## config.mk

```make
export PLATFORM = sky130hd
export DESIGN_NAME = flush_fifo_struct_flat
export DESIGN_NICKNAME = d
export VERILOG_FILES = /design/src/rtl/flush_fifo_struct_if.sv /design/src/rtl/flush_fifo_struct.sv /design/src/flat_wrapper.sv
export SDC_FILE = /design/constraint.sdc
export NUM_CORES = 1
export LEC_CHECK = 0
export ABC_CLOCK_PERIOD_IN_PS = 5400
export CELL_PAD_IN_SITES_DETAIL_PLACEMENT = 1
export CELL_PAD_IN_SITES_GLOBAL_PLACEMENT = 2
export CORE_ASPECT_RATIO = 0.9
export CORE_UTILIZATION = 36
export CTS_BUF_LIST = sky130_fd_sc_hd__clkbuf_2
export CTS_CLUSTER_SIZE = 20
export DETAILED_ROUTE_END_ITERATION = 16
export HOLD_SLACK_MARGIN = 0.08
export PLACE_DENSITY = 0.81
export SLEW_MARGIN = 20
export SYNTH_ARGS = -nofsm -noshare
export SYNTH_HDL_FRONTEND = slang
export SYNTH_SLANG_ARGS = --single-unit
```

## constraint.sdc

```tcl
create_clock -name clk -period 5.4 [get_ports clk]
set_input_delay 1.35 -clock clk [delete_from_list [all_inputs] [get_ports clk]]
set_output_delay 1.35 -clock clk [all_outputs]
set_load 0.01 [all_outputs]
```

## src/rtl/flush_fifo_struct_if.sv

```systemverilog
// Handshake bundle between a producer, the flushable FIFO and its consumer.
// The slave side is the FIFO itself; the master side is the environment around it.
interface flush_fifo_struct_if #(
    parameter type T     = logic,
    parameter int  DEPTH = 4
);
    localparam int CW = $clog2(DEPTH + 1);

    logic          valid_in;
    logic          ready_in;
    T              data_in;
    logic          valid_out;
    logic          ready_out;
    T              data_out;
    logic [CW-1:0] count;

    modport master (
        output valid_in,
        output data_in,
        output ready_out,
        input  ready_in,
        input  valid_out,
        input  data_out,
        input  count
    );

    modport slave (
        input  valid_in,
        input  data_in,
        input  ready_out,
        output ready_in,
        output valid_out,
        output data_out,
        output count
    );
endinterface

```

## src/rtl/flush_fifo_struct.sv

```systemverilog
// DEPTH-entry valid/ready FIFO with a flop-driven ready_in and a one-cycle flush.
// Only pointers and occupancy are cleared; the payload array keeps stale contents.
module flush_fifo_struct #(
    parameter type T     = logic,
    parameter int  DEPTH = 4
) (
    input  logic               clk,
    input  logic               reset,
    input  logic               flush,
    flush_fifo_struct_if.slave bus
);
    localparam int            PW       = $clog2(DEPTH);
    localparam int            CW       = $clog2(DEPTH + 1);
    localparam logic [CW-1:0] FULL_CNT = CW'(DEPTH);

    T              mem [DEPTH];
    logic [PW-1:0] wr_ptr_q, wr_ptr_d;
    logic [PW-1:0] rd_ptr_q, rd_ptr_d;
    logic [CW-1:0] count_q, count_d;
    logic          full_q, full_d;
    logic          push, pop, not_empty;

    // ready_in is !full_q, so acceptance never depends on the consumer side.
    assign not_empty = (count_q != '0);
    assign push      = bus.valid_in && !full_q;
    assign pop       = not_empty && bus.ready_out;

    always_comb begin
        wr_ptr_d = wr_ptr_q;
        rd_ptr_d = rd_ptr_q;
        count_d  = count_q;
        if (flush) begin
            wr_ptr_d = '0;
            rd_ptr_d = '0;
            count_d  = '0;
        end else begin
            if (push) begin
                wr_ptr_d = wr_ptr_q + PW'(1);
            end
            if (pop) begin
                rd_ptr_d = rd_ptr_q + PW'(1);
            end
            case ({push, pop})
                2'b10:   count_d = count_q + CW'(1);
                2'b01:   count_d = count_q - CW'(1);
                default: count_d = count_q;
            endcase
        end
        full_d = (count_d == FULL_CNT);
    end

    always_ff @(posedge clk) begin
        if (reset) begin
            wr_ptr_q <= '0;
            rd_ptr_q <= '0;
            count_q  <= '0;
            full_q   <= 1'b0;
        end else begin
            wr_ptr_q <= wr_ptr_d;
            rd_ptr_q <= rd_ptr_d;
            count_q  <= count_d;
            full_q   <= full_d;
        end
    end

    // A beat presented during reset or flush is dropped, so it must not land in storage.
    always_ff @(posedge clk) begin
        if (!reset && !flush && push) begin
            mem[wr_ptr_q] <= bus.data_in;
        end
    end

    assign bus.ready_in  = !full_q;
    assign bus.valid_out = not_empty;
    assign bus.data_out  = not_empty ? mem[rd_ptr_q] : T'(0);
    assign bus.count     = count_q;

`ifndef SYNTHESIS
    always @(posedge clk) begin
        if (!reset) begin
            assert (count_q <= FULL_CNT);
            assert (full_q == (count_q == FULL_CNT));
            assert (!(push && full_q));
            assert (!(pop && !not_empty));
        end
    end
`endif
endmodule

```

## src/flat_wrapper.sv

```systemverilog
// flat-port wrapper written by rule: the top's interface ports become plain ports
module flush_fifo_struct_flat 
#(
    parameter type T     = logic,
    parameter int  DEPTH = 4
)
  (clk, reset, flush, bus_valid_in, bus_data_in, bus_ready_out, bus_ready_in, bus_valid_out, bus_data_out, bus_count);
  flush_fifo_struct_if #(.T(T), .DEPTH(DEPTH)) bus_i ();
  input  logic clk;
  input  logic reset;
  input  logic flush;
  input wire logic [$bits(bus_i.valid_in)-1:0] bus_valid_in;
  input wire logic [$bits(bus_i.data_in)-1:0] bus_data_in;
  input wire logic [$bits(bus_i.ready_out)-1:0] bus_ready_out;
  output wire logic [$bits(bus_i.ready_in)-1:0] bus_ready_in;
  output wire logic [$bits(bus_i.valid_out)-1:0] bus_valid_out;
  output wire logic [$bits(bus_i.data_out)-1:0] bus_data_out;
  output wire logic [$bits(bus_i.count)-1:0] bus_count;
  assign bus_i.valid_in = bus_valid_in;
  assign bus_i.data_in = bus_data_in;
  assign bus_i.ready_out = bus_ready_out;
  assign bus_ready_in = bus_i.ready_in;
  assign bus_valid_out = bus_i.valid_out;
  assign bus_data_out = bus_i.data_out;
  assign bus_count = bus_i.count;
  flush_fifo_struct #(.T(T), .DEPTH(DEPTH)) u_core (.clk(clk), .reset(reset), .flush(flush), .bus(bus_i));
endmodule
```

# Word-level counts from Yosys, hierarchy flattened
# Memories as Yosys holds them, arrays and structs flattened. A register that Yosys moved wholly into a read port is not among the register bits.
# Index checks and enable logic that the tools add are counted.
[word_totals]
reg_bits = 8
ramBits = 4
wordCells = 28
n_memories = 1
[classes]
add_sub_neg = 4
eq_ne = 3
n_mux = 7
n_reduce_logical = 9
[memory_table]
columns = ["memory", "words", "width", "rd", "rd_clocked_by_memory_dff", "wr", "line_no", "text"]
rows = [
  ["u_core.mem", 4, 1, 1, 1, 1, "flush_fifo_struct.sv:16", "T mem [DEPTH];"],
]
[ops]
columns = ["cell", "count"]
rows = [
  ["$pmux W3 S2", 1],
  ["$add A2 B1 Y2 const B", 2],
  ["$logic_and A1 B1 Y1", 4],
  ["$mux W2", 2],
  ["$add A3 B1 Y3 const B", 1],
  ["$eq A3 B3 Y1 const B", 1],
  ["$logic_not A1 Y1", 3],
  ["$mux W1", 3],
  ["$mux W3", 1],
  ["$reduce_bool A3 Y1", 1],
  ["$sub A3 B1 Y3 const B", 1],
  ["$eq A2 B1 Y1 const B", 1],
  ["$eq A2 B2 Y1 const B", 1],
  ["$reduce_or A2 Y1", 1],
]

# Logic depth before layout (Yosys ltp)
# Gate-level depths: netlist of run 1.
[depth]
ltp_word = 6
mapped_depth = 8

# Least setup slack after synthesis of run 1
# No wires, ideal clock.
[synth_path]
kind = "input port to flip-flop"
start = "in bus_valid_in"
end = "reg u_core.full_q"
t_arrival_ns = 2.992
t_required_ns = 5.330
setup_slack_ns = 2.338
stages = 8
path_buffers = 1
cell_sequence = "nor2b_1 > clkbuf_1 > inv_1 > ha_1 > fa_1 > xnor2_1 > or4_4 > a21oi_1"
[synth_between]
elab_chain_len = 5
elab_cells_between_ends = 6
cone_classes = "3 x eq/ne; 2 x mux; 1 x reduce/logical"
[synth_lines]
columns = ["element", "line_no", "text"]
rows = [
  ["start: declaration", "flat_wrapper.sv:12", "input wire logic [$bits(bus_i.valid_in)-1:0] bus_valid_in;"],
  ["$logic_and A1 B1 Y1 *", "flush_fifo_struct.sv:25", "assign push = bus.valid_in && !full_q;"],
  ["$eq A2 B1 Y1 / $eq A2 B2 Y1 (equally long branches)", "flush_fifo_struct.sv:43", "case ({push, pop})"],
  ["$pmux W3 S2 *", "flush_fifo_struct.sv:43", ""],
  ["$mux W3 *", "flush_fifo_struct.sv:32", "if (flush) begin"],
  ["$eq A3 B3 Y1 *", "flush_fifo_struct.sv:49", "full_d = (count_d == FULL_CNT);"],
  ["end signal: assignment", "flush_fifo_struct.sv:62", "full_q <= full_d;"],
  ["end: declaration", "flush_fifo_struct.sv:20", "logic full_q, full_d;"],
]
# Every way passes the cells marked *; elsewhere a longest branch is shown, timed or not.
# A chain may end at the register's enable or synchronous reset.

# Final worst setup path of run 1
# Ends and elaborated chain as after synthesis.

==> reports/summary.log, run 1 <==
[status] result of the run finished, final reports clean
[cts] clock latency reported for the late side of the worst-skew pair 0.27 ns
[power_and_ir_drop] Pwr per Cell Area 232.6 nW/um^2
[floorplan] Core Box Area 1699 um^2
[routing] number of nets with antenna violations after routing 0
[setup_path] WP data arrival 3.64 ns
[cts] post-CTS clock slew at the launch and capture registers of the worst setup and hold paths 0.14 ns
[sta] Clock Skew 0.007252 ns
[final_layout] layout cells sized above 1 6.849%
[placement] Place WS 1.667 ns
[setup_path] count of buffer and inverter cells on the critical path 2
[final_layout] diode count 0
[power_and_ir_drop] sequential power share 60.1%
[global_route] pin count of the biggest net entering global routing 9
[sta] final period demand of the worst path 3.433 ns
[routing] length of routed met2 wiring 447 um
[routing] met3 routed wirelength 37 um
[power_and_ir_drop] combinational share of power 14.0%
[routing] aggregate routed wire length 1085 um
[floorplan] effective utilization at floorplan 39.18%
[synth] Yosys warnings 0
[floorplan] width of the chip 47.33 um
[final_layout] number of nets in the final layout 86
[power_and_ir_drop] power spent charging and discharging nets 47.72 uW
[sta] setup repair after global routing missed its margin false
[routing] DRC Markers 0
[sta] final cycle utilization of the critical path 63.58%
[setup_path] slowest CP cell sky130_fd_sc_hd__clkdlybuf4s50_1
[sta] Worst Setup Slack, final 1.967 ns
[routing] average wire per cell in the routed design 11.19 um
[sta] fmax 0.2913 GHz
[setup_path] slowest cell delay on critical path 0.44 ns
[cts] maximum buffer depth of the clock tree 2
[global_route] overall track demand over capacity in global routing 13.11%
[placement] global placer's final weighted congestion 0.6878
[cts] total number of H-tree levels 1
[floorplan] Die Area 2025 um^2
[global_route] overall overflow remaining after global route 0
[routing] average vias per placed instance 4.567
[power_and_ir_drop] total power of the final layout 188.3 uW
[cts] CTS buffer count 3
[sta] final setup fails 0
[power_and_ir_drop] clock network power share 25.9%
[sta] final slew viol count 0
[synth] unique cell type count in the Yosys netlist 25
[synth] sequential share of the synthesized area 48.12%
[setup_path] type of destination of the critical path register
[synth] post-synthesis instance area 665.6 um^2
[sta] tightest hold margin 0.5343 ns
[flow_run] max-cap violations 0
[sta] actual slew at the worst max-slew pin 0.4598 ns
[placement] Port Buf Inserts 11
[power_and_ir_drop] switching portion of total power 25.35%
[power_and_ir_drop] leakage power summed over all cells 0.0003400 uW
[synth] Gate Count Post-Synth 60
[setup_path] required time at the endpoint of the critical path 5.60 ns
[floorplan] Rows 14
[cts] TritonCTS clock tree yes
[placement] half-perimeter wire length of the detailed placement result 848.3 um
[cts] CTS Root Buffer Type sky130_fd_sc_hd__clkbuf_2
[global_route] vias in the first global route 426
[setup_path] Setup crit start kind input port
[synth] number of flip-flops and latches in the synthesized netlist 14
[power_and_ir_drop] internal power 140.6 uW
[routing] routed metal-1 wire length 599 um
[setup_path] critical setup path kind input port to register
[sta] hold violation total from the final report 0
[routing] number of violations reported at the end of detailed-routing iteration 0 16
[cts] Post-CTS Resized 0
[cts] post-CTS setup repair buffer count 0
[floorplan] number of I/O pins 12
[final_layout] most common library cell in the layout ignoring fill and taps sky130_fd_sc_hd__clkdlybuf4s50_1
[hold_path] path category of the worst min-delay check register to register
[routing] vias 443
[final_layout] layout-stage area growth over the synthesis result 21.62%
[synth] post-synthesis average cell area 11.09 um^2
[global_route] global-route wire length before repair 1876 um
[global_route] antenna violations before repair 0
[routing] DRT Pass-1 Iters 2
[setup_path] Crit Path Max Fanout 7
[final_layout] most used cells in the layout excluding fill and tap cells sky130_fd_sc_hd__clkdlybuf4s50_1, sky130_fd_sc_hd__dfxtp_1, sky130_fd_sc_hd__nor2_1
[routing] DR top layer met3
[synth] net count after synthesis 72
[cts] post-cts hold buffer count 0
[floorplan] Vert. Die Dim 42.80 um
[setup_path] cells along the critical path clkdlybuf4s50_1 -> nor2b_1 -> inv_1 -> ha_1 -> fa_1 -> xnor2_1 -> or4_4 -> a21oi_1
[setup_path] kind of cell adding the most delay to the critical path simple AND/OR/NAND/NOR gates
[sta] setup TNS 0 ns
[power_and_ir_drop] worst vdd rail ir drop 0.08841 mV
[sta] remaining max-slew budget at the tightest pin 69.28%
[cts] clock net sink count 14
area by class of cell:
type | count | area (um^2)
fill | 197 | 889.6
sequential | 14 | 320.3
multi-input combinational | 39 | 311.5
timing repair buffer | 11 | 110.1
tap | 24 | 30.03
inverter | 5 | 18.77
clock buffer | 3 | 15.01
clock inverter | 1 | 3.754
synthesized netlist by cell type:
library cell / n / area share, %
sky130_fd_sc_hd__dfxtp_1: 10 / 30
sky130_fd_sc_hd__inv_1: 5 / 2.8
sky130_fd_sc_hd__nor3b_1: 1 / 1.1
sky130_fd_sc_hd__or3_1: 1 / 0.94
sky130_fd_sc_hd__fa_1: 1 / 3.0
sky130_fd_sc_hd__xor2_1: 3 / 3.9
sky130_fd_sc_hd__buf_6: 1 / 1.7
sky130_fd_sc_hd__o211ai_1: 1 / 1.1
sky130_fd_sc_hd__ha_1: 5 / 9.4
sky130_fd_sc_hd__a21oi_1: 1 / 0.75
sky130_fd_sc_hd__mux4_2: 1 / 3.4
sky130_fd_sc_hd__nor2_1: 9 / 5.1
sky130_fd_sc_hd__nor2b_1: 1 / 0.94
sky130_fd_sc_hd__nand2_1: 1 / 0.56
sky130_fd_sc_hd__and3_1: 4 / 3.8
sky130_fd_sc_hd__a211oi_1: 1 / 1.1
sky130_fd_sc_hd__or2_1: 1 / 0.94
sky130_fd_sc_hd__o311ai_0: 1 / 1.3
sky130_fd_sc_hd__edfxtp_1: 4 / 18
sky130_fd_sc_hd__and2_1: 1 / 0.94
sky130_fd_sc_hd__xnor2_1: 2 / 2.6
sky130_fd_sc_hd__or4_4: 1 / 1.7
sky130_fd_sc_hd__clkbuf_1: 1 / 0.56
sky130_fd_sc_hd__mux2i_1: 2 / 3.0
sky130_fd_sc_hd__o31ai_1: 1 / 1.1
routing by layer:
| layer | vias to the layer above | GRT usage, % |
|---|---|---|
| met3 | 0 | 3.830 |
| met5 | - | 0 |
| met4 | 0 | 5.143 |
| met1 | 205 | 19.46 |
| li1 | 231 | - |
| met2 | 7 | 17.53 |
kinds of logic (layout without fill, tap and decap cells):
family          Yosys count  after routing  share of synthesized area, %
fa+ha+maj                 6              6                         12.41
compound gates            5              5                         5.452
simple gates             20             20                         15.98
buf+inv                   7             20                         5.075
mux                       3              3                         6.391
xor+xnor                  5              5                         6.580
flops                    14             14                         48.12
power groups by stage:
| stage | combinational, uW | sequential (uW) | clock [uW] |
|---|---|---|---|
| global route | 29.6 | 114 | 55.7 |
| global placement | 26.1 | 115 | 0 |
| detailed placement | 26.4 | 116 | 0 |
| finish | 26.3 | 113 | 48.9 |
| CTS | 26.7 | 113 | 50.3 |
| floorplan | 15.6 | 115 | 0 |
worst register-to-register path: stages, from the launching register on:
cell and delay, ns:
sky130_fd_sc_hd__dfxtp_1 0.41, sky130_fd_sc_hd__o31ai_1 0.39, sky130_fd_sc_hd__inv_1 0.09, sky130_fd_sc_hd__ha_1 0.25, sky130_fd_sc_hd__fa_1 0.39, sky130_fd_sc_hd__xnor2_1 0.15
sky130_fd_sc_hd__or4_4 0.42, sky130_fd_sc_hd__a21oi_1 0.15
metrics by stage:
stage | cells | util [%] | instance area, um^2
after floorplan | 60 | - | 665.6
after global placement | 93 | 46.54 | 790.8
after detailed placement | 93 | 46.54 | 790.8
after CTS | 97 | 47.64 | 809.5
after global routing | 97 | 47.64 | 809.5
final | 97 | 47.64 | 809.5
worst paths after layout:
check / startpoint / to / slack, ns / cells past startpoint
hold / removal: u_core.rd_ptr_q[1]$_SDFFE_PP0P_ / register / 0.53 / 2
hold reg to reg: u_core.rd_ptr_q[1]$_SDFFE_PP0P_ / register / 0.53 / 2
setup / recovery: bus_valid_in / u_core.full_q$_SDFF_PP0_ / 1.97 / 8
setup reg to reg: u_core.bus.count[0]$_SDFF_PP0_ / u_core.full_q$_SDFF_PP0_ / 3.09 / 7
(Power assumes the default switching activity.)
==> run 2, diff against run 1 <==
Settings changed: ABC_CLOCK_PERIOD_IN_PS 5400 to 3500, CORE_UTILIZATION 36 to 34, PLACE_DENSITY 0.81 to 0.77.
Clock period 5.4 ns to 3.5 ns, I/O delays scaled along.
==> run 2 against run 1 <==
  * Clock-buffer cell count unchanged
  * Utilization decreased by 1.0 points
  * Sequential cell count unchanged
  * Global-route usage increased by 1.4 points
  * Register-to-register slack got worse by 1.9 ns
  * Non-clock buffer count increased by 1
  * Combinational power increased by 59%
  * Die area increased by 5.6%
  * Largest power group unchanged
  * Sequential share of layout area decreased by 0.36 points
  * Highest routed layer is now met4
==> reports/summary.log, run 2 (same netlist as run 1, synthesis figures left out) <==
[final_layout] most used cells in the layout excluding fill and tap cells sky130_fd_sc_hd__clkdlybuf4s50_1, sky130_fd_sc_hd__dfxtp_1, sky130_fd_sc_hd__nor2_1 [unchanged]
[sta] remaining max-slew budget at the tightest pin 68.92% [was 69.28%]
[power_and_ir_drop] Pwr per Cell Area 358.8 nW/um^2 [was 232.6 nW/um^2]
[placement] Port Buf Inserts 11 [unchanged]
[routing] vias 446 [was 443]
[final_layout] sequential standard cell area 320.3 um^2 [unchanged]
[cts] maximum buffer depth of the clock tree 2 [unchanged]
[final_layout] diode count 0 [unchanged]
[final_layout] count of filler cells inserted in the layout 204 [was 197]
[global_route] overall overflow remaining after global route 0 [unchanged]
[placement] global placer's final weighted congestion 0.7238 [was 0.6878]
[placement] half-perimeter wire length of the detailed placement result 984.1 um [was 848.3 um]
[sta] Clock Skew 0.001688 ns [was 0.007252 ns]
[setup_path] type of destination of the critical path output port [was register]
[cts] clock net sink count 14 [unchanged]
[setup_path] critical setup path kind register to output port [was input port to register]
[flow_run] max-cap violations 0 [unchanged]
[final_layout] final cell count without fillers 98 [was 97]
[cts] total number of H-tree levels 1 [unchanged]
[global_route] global-route wire length before repair 2187 um [was 1876 um]
[sta] setup TNS 0 ns [unchanged]
[floorplan] Die Area 2139 um^2 [was 2025 um^2]
[cts] CTS buffer count 3 [unchanged]
[setup_path] Setup crit start kind register [was input port]
[setup_path] WP data arrival 1.78 ns [was 3.64 ns]
[final_layout] number of nets in the final layout 87 [was 86]
[final_layout] final core utilization 46.64% [was 47.64%]
[power_and_ir_drop] leakage power summed over all cells 0.0003448 uW [was 0.0003400 uW]
[placement] Place WS 0.5707 ns [was 1.667 ns]
[floorplan] width of the chip 48.64 um [was 47.33 um]
[setup_path] Crit Path Max Fanout 1 [was 7]
[sta] final slew viol count 0 [unchanged]
[floorplan] Vert. Die Dim 43.98 um [was 42.80 um]
[cts] Post-CTS Resized 0 [unchanged]
[sta] hold violation total from the final report 0 [unchanged]
[floorplan] effective utilization at floorplan 38.00% [was 39.18%]
[routing] number of nets with antenna violations after routing 0 [unchanged]
[hold_path] hold_sp u_core.rd_ptr_q[1]$_SDFFE_PP0P_ [unchanged]
[global_route] antenna violations before repair 0 [unchanged]
[routing] DRC Markers 0 [unchanged]
[cts] post-cts hold buffer count 0 [unchanged]
[setup_path] launch instance of the worst register-to-register path u_core.bus.count[0]$_SDFF_PP0_ [unchanged]
[sta] final period demand of the worst path 2.660 ns
[sta] setup repair after global routing missed its margin false [unchanged]
[floorplan] Core Box Area 1752 um^2 [was 1699 um^2]
[routing] average wire per cell in the routed design 12.65 um [was 11.19 um]
[status] result of the run finished, final reports clean [unchanged]
[sta] Worst Setup Slack, final 0.8401 ns [was 1.967 ns]
[cts] clock latency reported for the late side of the worst-skew pair 0.27 ns [about the same]
[sta] final setup fails 0 [unchanged]
[global_route] overall track demand over capacity in global routing 14.51% [was 13.11%]
[routing] DRT Pass-1 Iters 2 [unchanged]
[sta] fmax 0.3760 GHz
[cts] post-CTS setup repair buffer count 0 [unchanged]
[cts] CTS Root Buffer Type sky130_fd_sc_hd__clkbuf_2 [unchanged]
[final_layout] layout-stage area growth over the synthesis result 22.74% [was 21.62%]
[floorplan] number of I/O pins 12 [unchanged]
[global_route] pin count of the biggest net entering global routing 9 [unchanged]
[setup_path] launching element of the worst setup path u_core.mem[3]$_DFFE_PP_ [was bus_valid_in]
[hold_path] path category of the worst min-delay check register to register [unchanged]
[routing] number of violations reported at the end of detailed-routing iteration 0 2 [was 16]
[global_route] vias in the first global route 470 [was 426]
[cts] TritonCTS clock tree yes [unchanged]
[setup_path] required time at the endpoint of the critical path 2.62 ns [was 5.60 ns]
[routing] aggregate routed wire length 1240 um [was 1085 um]
[cts] post-CTS clock slew at the launch and capture registers of the worst setup and hold paths 0.13 ns [was 0.14 ns]
[final_layout] layout cells sized above 1 8.108% [was 6.849%]
[final_layout] area taken by multi-input logic gates 311.5 um^2 [unchanged]
[power_and_ir_drop] total power of the final layout 293.1 uW [was 188.3 uW]
[placement] cell count after placement 94 [was 93]
[sta] actual slew at the worst max-slew pin 0.4604 ns [was 0.4598 ns]
[sta] final cycle utilization of the critical path 76.00%
[power_and_ir_drop] worst vdd rail ir drop 0.2261 mV [was 0.08841 mV]
[routing] average vias per placed instance 4.551 [was 4.567]
[floorplan] Rows 14 [unchanged]
[final_layout] most common library cell in the layout ignoring fill and taps sky130_fd_sc_hd__clkdlybuf4s50_1 [unchanged]
-- run 2: cell type report --
cell class                 instances  share of cell area (%)
sequential                        14                   39.20
multi-input combinational         39                   38.13
timing repair buffer              12                   14.40
tap                               24                   3.675
inverter                           5                   2.297
clock buffer                       3                   1.838
clock inverter                     1                  0.4594
-- run 2: final timing paths --
kind	endpoint	slack (ns)	cells after the start
min	register	0.55	2
max reg2reg	u_core.full_q$_SDFF_PP0_	1.17	7
max	bus_data_out	0.84	3
min reg2reg	register	0.55	2
-- run 2: stage by stage --
stage                     hold slack [ns]  cell area (um^2)
after floorplan                    0.4847             665.6
after global placement             0.5088             798.3
after detailed placement           0.5297             798.3
after CTS                          0.5659             817.0
after global routing               0.5841             817.0
final                              0.5534             817.0
-- run 2: metal layers --
metal | wire length, um | up-vias | part of all wire [%] | global-route usage [%]
met5 | 0 | - | 0 | 0
met4 | 18 | 0 | 1.5 | 7.059
met3 | 71 | 2 | 5.7 | 6.667
met2 | 565 | 11 | 46 | 21.39
met1 | 585 | 201 | 47 | 18.03
li1 | - | 232 | - | -
-- run 2: power by group --
part	total (uW)	internal [uW]	switching, uW
sequential	175	170	4.67
combinational	41.8	22.8	19.1
clock	76.6	24.8	51.8
total	293	218	75.5
-- run 2: critical path: stages (launching register included) --
cell and delay (ns):
sky130_fd_sc_hd__edfxtp_1 0.39, sky130_fd_sc_hd__mux4_2 0.48, sky130_fd_sc_hd__and2_1 0.17, sky130_fd_sc_hd__clkdlybuf4s50_1 0.47
==> run 3, diff against run 2 <==
Settings changed: ABC_CLOCK_PERIOD_IN_PS 3500 to 2270, CORE_UTILIZATION 34 to 30, PLACE_DENSITY 0.77 to 0.71.
Clock period 3.5 ns to 2.27 ns, I/O delays scaled along.
==> run 3 against run 2 <==
  * Combinational power rose by 110%
  * Sequential share of layout area shrank 4.8 points
  * Critical path depth rose by 4
  * Die area grew 13%
  * Clock skew up 0.0088 ns
  * Sequential cell count did not move
  * Non-clock buffer count up 9
==> reports/summary.log, run 3 (same netlist as run 1, synthesis figures left out) <==
[status] result of the run finished, final reports clean [unchanged]
[routing] DRC Markers 0 [unchanged]
[setup_path] type of destination of the critical path register [was output port]
[setup_path] slowest cell delay on critical path 0.54 ns [was 0.48 ns]
[cts] TritonCTS clock tree yes [unchanged]
[floorplan] Core Box Area 2008 um^2 [was 1752 um^2]
[final_layout] layout-stage area growth over the synthesis result 39.85% [was 22.74%]
[setup_path] Crit Path Max Fanout 2 [was 1]
[power_and_ir_drop] internal power 347.9 uW [was 217.6 uW]
[global_route] antenna violations before repair 0 [unchanged]
[final_layout] diode count 0 [unchanged]
[setup_path] required time at the endpoint of the critical path 2.48 ns [was 2.62 ns]
[cts] post-CTS clock slew at the launch and capture registers of the worst setup and hold paths 0.14 ns [was 0.13 ns]
[floorplan] number of I/O pins 12 [unchanged]
[hold_path] WHS Path Cells 2 [unchanged]
[cts] clock latency reported for the late side of the worst-skew pair 0.27 ns [about the same]
[floorplan] effective utilization at floorplan 33.15% [was 38.00%]
[power_and_ir_drop] clock network power share 25.1% [was 26.1%]
[power_and_ir_drop] Pwr per Cell Area 505.9 nW/um^2 [was 358.8 nW/um^2]
[setup_path] launch instance of the worst register-to-register path u_core.bus.count[0]$_SDFF_PP0_ [unchanged]
[sta] remaining max-slew budget at the tightest pin 73.41% [was 68.92%]
[final_layout] sequential standard cell area 320.3 um^2 [unchanged]
[flow_run] max-cap violations 0 [unchanged]
[global_route] vias in the first global route 471 [was 470]
[cts] total number of H-tree levels 1 [unchanged]
[setup_path] Setup crit start kind register [unchanged]
[routing] average vias per placed instance 4.583 [was 4.551]
[sta] final period demand of the worst path 2.186 ns
[routing] vias 495 [was 446]
[sta] actual slew at the worst max-slew pin 0.3939 ns [was 0.4604 ns]
[routing] average wire per cell in the routed design 13.14 um [was 12.65 um]
[global_route] overall overflow remaining after global route 0 [unchanged]
[routing] number of nets with antenna violations after routing 0 [unchanged]
[placement] Port Buf Inserts 11 [unchanged]
[floorplan] width of the chip 51.65 um [was 48.64 um]
[power_and_ir_drop] leakage power summed over all cells 0.0004284 uW [was 0.0003448 uW]
[setup_path] slowest CP cell sky130_fd_sc_hd__or4_4 [was sky130_fd_sc_hd__mux4_2]
[setup_path] length in cells of the worst reg-to-reg path 7 [unchanged]
[sta] fmax 0.4574 GHz
[setup_path] FF-to-FF End u_core.full_q$_SDFF_PP0_ [unchanged]
[setup_path] kind of cell adding the most delay to the critical path adder cells [was multiplexers]
[placement] global placer's final weighted congestion 0.8103 [was 0.7238]
[sta] final slew viol count 0 [unchanged]
[power_and_ir_drop] power spent charging and discharging nets 123.1 uW [was 75.51 uW]
[routing] number of violations reported at the end of detailed-routing iteration 0 4 [was 2]
[sta] Clock Skew 0.01045 ns [was 0.001688 ns]
[global_route] overall track demand over capacity in global routing 13.41% [was 14.51%]
[floorplan] Die Area 2411 um^2 [was 2139 um^2]
[setup_path] cells along the critical path o31ai_2 -> inv_1 -> ha_4 -> fa_2 -> xnor2_2 -> or4_4 -> a21oi_2 [was mux4_2 -> and2_1 -> clkdlybuf4s50_1]
[global_route] global-route wire length before repair 2194 um [was 2187 um]
[floorplan] Vert. Die Dim 46.69 um [was 43.98 um]
[final_layout] Final Instance Area 930.9 um^2 [was 817.0 um^2]
[routing] aggregate routed wire length 1419 um [was 1240 um]
[cts] CTS Root Buffer Type sky130_fd_sc_hd__clkbuf_2 [unchanged]
[placement] Post-DP Area 852.1 um^2 [was 798.3 um^2]
[routing] DRT Pass-1 Iters 2 [unchanged]
[hold_path] hold_sp u_core.rd_ptr_q[1]$_SDFFE_PP0P_ [unchanged]
[sta] final setup fails 0 [unchanged]
[setup_path] count of buffer and inverter cells on the critical path 1 [unchanged]
[final_layout] most used cells in the layout excluding fill and tap cells sky130_fd_sc_hd__dfxtp_1, sky130_fd_sc_hd__buf_4, sky130_fd_sc_hd__nor2_1 [was sky130_fd_sc_hd__clkdlybuf4s50_1, sky130_fd_sc_hd__dfxtp_1, sky130_fd_sc_hd__nor2_1]
[final_layout] final core utilization 46.36% [was 46.64%]
[hold_path] path category of the worst min-delay check register to register [unchanged]
[power_and_ir_drop] switching portion of total power 26.13% [was 25.76%]
[cts] CTS buffer count 3 [unchanged]
[setup_path] WP data arrival 2.40 ns [was 1.78 ns]
[global_route] pin count of the biggest net entering global routing 9 [unchanged]
[power_and_ir_drop] worst vdd rail ir drop 0.2638 mV [was 0.2261 mV]
[placement] half-perimeter wire length of the detailed placement result 1041 um [was 984.1 um]
[final_layout] number of nets in the final layout 96 [was 87]
[final_layout] layout cells sized above 1 26.51% [was 8.108%]
[floorplan] Rows 15 [was 14]
[power_and_ir_drop] combinational share of power 18.4% [was 14.3%]
[sta] final cycle utilization of the critical path 96.32%
[setup_path] FF-to-FF setup slack 0.08 ns [was 1.17 ns]
[final_layout] area taken by multi-input logic gates 350.3 um^2 [was 311.5 um^2]
[final_layout] count of filler cells inserted in the layout 229 [was 204]
[cts] maximum buffer depth of the clock tree 2 [unchanged]
[cts] clock net sink count 14 [unchanged]
[power_and_ir_drop] sequential power share 56.5% [was 59.6%]
[setup_path] critical setup path kind register to register [was register to output port]
[sta] hold violation total from the final report 0 [unchanged]
## run 3: layout make-up
type | count | share of cell area, %
Multi-Input combinational cell | 39 | 37.63
Sequential cell | 14 | 34.41
Timing Repair Buffer | 21 | 20.56
Tap cell | 25 | 3.360
Inverter | 5 | 2.016
Clock buffer | 3 | 1.613
Clock inverter | 1 | 0.4032
## run 3: how the worst max path moves through the flow
stage / to / cells after the start / slack (ns) / from
after floorplan: u_core.full_q$_SDFF_PP0_ / 8 / 0.06 / bus_valid_in
after global placement: u_core.full_q$_SDFF_PP0_ / 8 / -0.34 / bus_valid_in
after detailed placement: u_core.full_q$_SDFF_PP0_ / 8 / -0.37 / bus_valid_in
after CTS: u_core.full_q$_SDFF_PP0_ / 8 / 0.009 / bus_ready_out
after global routing: u_core.full_q$_SDFF_PP0_ / 7 / -0.006 / u_core.bus.count[0]$_SDFF_PP0_
final: u_core.full_q$_SDFF_PP0_ / 7 / 0.08 / u_core.bus.count[0]$_SDFF_PP0_
## run 3: metrics by stage
step	TNS (ns)	hold slack (ns)	worst slack (ns)	power, uW	cells
after floorplan	0	0.4847	0.06279	311.8	60
after global placement	-0.5883	0.5110	-0.3421	348.5	102
after detailed placement	-0.6681	0.5198	-0.3662	349.8	102
after CTS	0	0.5464	0.009493	469.5	106
after global routing	-0.005707	0.5812	-0.005707	495.3	108
final	0	0.5231	0.08356	471.0	108
## run 3: what timing repair did
item	in CTS	in global routing
pin swaps	0	5
resized for setup	4	9
hold buffers	0	0
buffers inserted	0	2
endpoints found under the setup margin	3	3
## run 3: worst reg2reg max path, delay by kind of cell, from the launching register on
| family | cells | cell delay [ns] |
|---|---|---|
| AOI/OAI and AO/OA | 2 | 0.41 |
| DFF | 1 | 0.34 |
| adders and majority gates | 2 | 0.57 |
| buffers and inverters | 1 | 0.12 |
| and+or+nand+nor | 1 | 0.54 |
| xor gates and xnor gates | 1 | 0.16 |
## run 3: metal layers
layer	up-vias	global-route usage, %	part of all wire, %
li1	247	-	-
met1	239	17.53	50
met2	7	21.04	47
met3	2	2.970	2.6
met4	0	6.486	0.63
met5	-	0	0
## run 3: power by group through the flow
stage               clock, uW  combinational, uW  sequential [uW]
CTS                       123               80.3              266
global route              133               95.5              267
finish                    118               86.5              266
detailed placement          0               78.6              271
floorplan                   0               37.5              274
global placement            0               77.4              271
